==> src/rtl/uart_rx_ram_loader.sv <==
// Serial-to-RAM loader: drains the UART rx FIFO into the character RAM after a
// Start pulse, stopping on the terminator character or when the RAM is full.
module uart_rx_ram_loader #(
    parameter int unsigned AddressBits = 7,
    parameter int unsigned MemorySize  = 80,
    parameter logic [6:0]  Terminator  = 7'h0D
) (
    input  logic                   clock,
    input  logic                   reset,
    input  logic                   Start,
    input  logic                   rx_data_present,
    input  logic [7:0]             rx_data,
    output logic                   read_from_uart,
    output logic                   ram_write,
    output logic [AddressBits-1:0] ram_address,
    output logic [6:0]             ram_data,
    output logic                   Loading,
    output logic                   Done,
    output logic                   Full,
    output logic [AddressBits-1:0] Count
);

    localparam logic [AddressBits-1:0] LastAddr = AddressBits'(MemorySize - 1);
    localparam logic [AddressBits-1:0] AddrOne  = AddressBits'(1);

    typedef enum logic [2:0] {
        S_IDLE,
        S_WAIT,
        S_CHECK,
        S_ADVANCE,
        S_FINISH
    } state_t;

    state_t                 state;
    logic [AddressBits-1:0] pointer;

    // Only 7-bit characters are stored; the FIFO's top bit is dropped.
    logic unused_rx_msb;
    assign unused_rx_msb = rx_data[7];

    // Load sequencer; pulses default low so every strobe lasts one cycle.
    always_ff @(posedge clock or negedge reset) begin
        if (!reset) begin
            state          <= S_IDLE;
            pointer        <= '0;
            read_from_uart <= 1'b0;
            ram_write      <= 1'b0;
            ram_address    <= '0;
            ram_data       <= '0;
            Loading        <= 1'b0;
            Done           <= 1'b0;
            Full           <= 1'b0;
            Count          <= '0;
        end else begin
            read_from_uart <= 1'b0;
            ram_write      <= 1'b0;
            if (Start) begin
                // Arms or restarts; a byte latched in CHECK is dropped here.
                pointer <= '0;
                Count   <= '0;
                Done    <= 1'b0;
                Full    <= 1'b0;
                Loading <= 1'b1;
                state   <= S_WAIT;
            end else begin
                case (state)
                    S_IDLE: state <= S_IDLE;
                    S_WAIT: begin
                        if (rx_data_present) begin
                            read_from_uart <= 1'b1;
                            ram_data       <= rx_data[6:0];
                            state          <= S_CHECK;
                        end
                    end
                    S_CHECK: begin
                        if (ram_data == Terminator) begin
                            Full  <= 1'b0;
                            state <= S_FINISH;
                        end else begin
                            ram_write   <= 1'b1;
                            ram_address <= pointer;
                            state       <= S_ADVANCE;
                        end
                    end
                    S_ADVANCE: begin
                        pointer <= pointer + AddrOne;
                        Count   <= Count + AddrOne;
                        if (pointer == LastAddr) begin
                            Full  <= 1'b1;
                            state <= S_FINISH;
                        end else begin
                            state <= S_WAIT;
                        end
                    end
                    S_FINISH: begin
                        Loading <= 1'b0;
                        Done    <= 1'b1;
                        state   <= S_IDLE;
                    end
                    default: state <= S_IDLE;
                endcase
            end
        end
    end

endmodule
==> config.mk <==
export PLATFORM = sky130hd
export DESIGN_NAME = uart_rx_ram_loader
export DESIGN_NICKNAME = d
export VERILOG_FILES = /design/src/rtl/uart_rx_ram_loader.sv
export SDC_FILE = /design/constraint.sdc
export NUM_CORES = 1
export LEC_CHECK = 0
export CAP_MARGIN = 10
export CORE_ASPECT_RATIO = 1.1
export CORE_UTILIZATION = 25
export CTS_CLUSTER_SIZE = 12
export DETAILED_ROUTE_END_ITERATION = 10
export SLEW_MARGIN = 20
export SYNTH_ARGS = -nofsm -noshare
export SYNTH_HDL_FRONTEND = slang
export SYNTH_SLANG_ARGS = --single-unit
export TNS_END_PERCENT = 100
==> constraint.sdc <==
create_clock -name clock -period 2.53 [get_ports clock]
set_clock_uncertainty 0.1 [all_clocks]
set_input_delay 0.253 -clock clock [delete_from_list [all_inputs] [get_ports clock]]
set_output_delay 0.253 -clock clock [all_outputs]
set_load 0.02 [all_outputs]
# Word-level counts from Yosys, hierarchy flattened
# Cells that the tools add are included.
# word_totals
regBits	36
latch_bits	0
ram_bits	0
mem_bits_ro	0
in_bits	12
out_inout_bits	26
memories	0
# op_classes
n_addsub	2
multipliers	0
n_div	0
n_lt_le_gt_ge	0
n_eq_ne	9
shifts	0
muxes	23
bitwise	2
n_reduce_logical	6
# op_table
op	count
7-bit two-way mux	4
7-bit by 1-bit adder with 7-bit output, second input constant	2
1-bit two-way mux	13
3-bit two-way mux	4
3-bit != test, second input constant	3
3-bit case mux with 3 select lines	1
3-bit AND reduction	3
7-bit by 4-bit equality test with 1-bit output, second input constant	1
7-bit equality test, second input constant	1
3-bit by 2-bit equality test with 1-bit output, second input constant	2
2-bit nonzero test	2
3-bit by 1-bit equality test with 1-bit output, second input constant	1
3-bit equality test, second input constant	1
3-bit nonzero test	1
1-bit inverter	2
1-bit case mux with 2 select lines	1

# Logic depth before layout (Yosys ltp)
# depth
ltp_word	4
mapped_depth	5
depth_no_buf	4

# Least setup slack after synthesis
# OpenSTA, ideal clock, no wires.
# synth_timing
path_type	flip-flop to flip-flop
startpoint	register ram_data[4]
endpoint	register ram_address[0]
setup_time_ns	0.125
arrival_time_ns	1.675
required_time_ns	2.305
slack_ns	0.630
stages_incl_launch_ff	4
cell_sequence	dfrtp_1 -> or4b_4 -> o211ai_4 -> mux2_2
# synth_via
elab_chain_cells	3
# synth_lines
element	line_no	rtl
from (decl)	16	output logic [6:0] ram_data,
from (signal assigned)	71	ram_data <= rx_data[6:0];
7-bit by 4-bit equality test with 1-bit output	76	if (ram_data == Terminator) begin
1-bit inverter (no line)	n/a	
3-bit AND reduction (no line)	n/a	
to (signal assigned)	81	ram_address <= pointer;
to (decl)	15	output logic [AddressBits-1:0] ram_address,
# Every way passes these cells.
# A chain may end at the register's enable or synchronous reset.

# Worst setup path after layout
# layout_timing
startpoint	register ram_data[4]
endpoint	register ram_address[1]
# Same word-level chain as after synthesis.

==> metrics.yaml <==
grt_pass1_wl_microns: 5580
ys.flop_type: "dfrtp_1"
start_util_pct: 26.1
clk_pin_slew_worst_paths_ns: 0.07
clock-sinks: 36
synth_edf_count: 0
path_delay_family: "simple AND/OR/NAND/NOR gates"
slew_viol_final: 0
totalWireLength_microns: 3290
cts_setup_buffers: 0
crit_path_start_kind: "flip-flop"
finalSetupTns_ns: 0
fin_nets: 193
max-cap-violations: 0
grt_pass1_vias: 1192
die-area_sq_um: 6800
wire_per_inst_microns: 12.7
max_freq_mhz: 517
vdd_drop_max_uv: 282
cts_buffer_depth: 2
drt_iter0_drc: 49
port_buffers: 36
hold_path_class: "flip-flop to flip-flop"
path_max_fanout: 8
syn_avg_cell_area_sq_um: 11.8
place_area_sq_um: 2070
leakage_nw: 0.893
slew_headroom_pct: 47.2
worstPathArrival_ns: 1.99
synth.most_common_cell: "dfrtp_1"
async_flop_share_pct: 100
whs_ns: 0.388
synthTopCellsByCount: "dfrtp_1, mux2_2, a21oi_1, nand2_1, nor2_1"
grt_usage_pct: 10.9
num_vias: 1205
period_minus_slack_ns: 1.93
syn-instance-count: 137
final_util_pct: 34.8
synth_cell_types: 32
drive_above_1_share_pct: 15.6
p_per_area_nw_per_um2: 579
ios: 38
syn-num-nets: 151
hold_viol: 0
crit_chain: "or4b_4, o211ai_4, mux2_2"
die_width_microns: 78.7
grt_max_degree: 37
cts_tree: "yes"
synth_area_leaders: "dfrtp_1, mux2_2, a21oi_1"
area_delta_synth_final_pct: 33.4
clk_latency_ns: 0.28
antenna_found_initial: 0
max_stage_delay_ns: 0.58
cts-resized-gates: 0
yosys.area.top_type: "dfrtp_1"
htree_levels: 2
final_antenna_net_count: 0
yosysSeqAreaShare_pct: 55.7
yosys.area.top_type_share_pct: 55.7
grt.overflow.total: 0
coreArea_sq_um: 6190
dp_hpwl_microns: 2320
yosys_warnings: 0
fp.dieH_microns: 86.4
slowest_stage: "or4b_4"
drtPass1Iterations: 4
crit_buf_inv: 0
worstMarginPinSlew_ns: 0.792
required_ns: 2.59
drc: 0
status: "finished clean"
cts_made_buffers: 5
gp_congestion: 0.759
ys_ff_latch: 36
finalSetupViolations: 0
post-route-period-util_pct: 76.5
rsz0062_at_grt: "no"
diodes: 0
rows: 30
viasPerCell: 4.65
syn_area_sq_um: 1620
design_area_sq_um: 2160
cp-end-kind: "flip-flop"
root_buffer: "clkbuf_8"
worstSetupPathType: "flip-flop to flip-flop"
## where the power goes
group	internal, mW	switching (mW)
combinational	0.118	0.108
clock	0.187	0.185
sequential	0.615	0.0373
total	0.920	0.330
## through the flow
stage	total power [mW]	std cells	setup WS, ns
6_report	1.25	259	0.595
4_1_cts	1.28	259	0.580
5_1_grt	1.32	259	0.472
3_5_place_dp	0.891	251	0.605
2_1_floorplan	0.774	137	0.630
3_3_place_gp	0.890	251	0.621
## worst paths after layout
check                            start              to  slack [ns]  cells past startpoint
setup / recovery           ram_data[4]  ram_address[1]        0.60                      3
hold / removal                 Loading         Loading        0.39                      1
setup reg to reg           ram_data[4]  ram_address[1]        0.60                      3
hold reg to reg                Loading         Loading        0.39                      1
max in group asynchronous        reset     ram_data[1]        1.33                      2
min in group asynchronous        reset       ram_write        0.49                      2
## layout make-up
cell class	instances	area [sq um]
Timing Repair Buffer	40	388
Clock buffer	6	72.6
Multi-Input combinational cell	93	681
Inverter	3	11.3
Sequential cell	36	901
Clock inverter	1	5.00
Tap cell	80	100
Fill cell	632	4040
## kinds of logic (layout without fill, tap and decap cells)
family,count (synthesis),count (layout),synth area share (%)
xor+xnor,4,4,2.17
fa+ha+maj,2,2,1.55
simple gates,46,46,17.7
flops,36,36,55.7
mux,14,14,9.74
buf+inv,8,50,2.24
compound gates,27,27,10.9
## registers in the layout (all words and copies together), names as in the netlist
register / count
ram_write: 1
ram_address: 7
read_from_uart: 1
Loading: 1
Count: 7
ram_data: 7
pointer: 7
Full: 1
state: 3
Done: 1
## timing repair
| action | CTS | global route |
|---|---|---|
| hold buffers | 1 | 0 |
| endpoints found under the setup margin | 0 | 0 |
| hold endpoints to repair | 36 | 0 |
## layout by cell type (no fill, tap or decap), types with 4 or more instances in the layout
cell	n
clkbuf_8	5
a21oi_1	12
or3_1	4
nand2_1	10
or4_1	4
o31ai_1	4
nand3_1	5
xor2_1	4
clkdlybuf4s50_1	35
mux2_2	14
nor2_1	6
o21ai_0	5
dfrtp_1	36
## routing by layer
layer  global-route usage [%]  wire [microns]
met1                     13.1            1510
met2                     17.9            1580
met3                     3.58             175
met4                     4.55              28
met5                        0               0
Power figures use the tool's default switching activity.
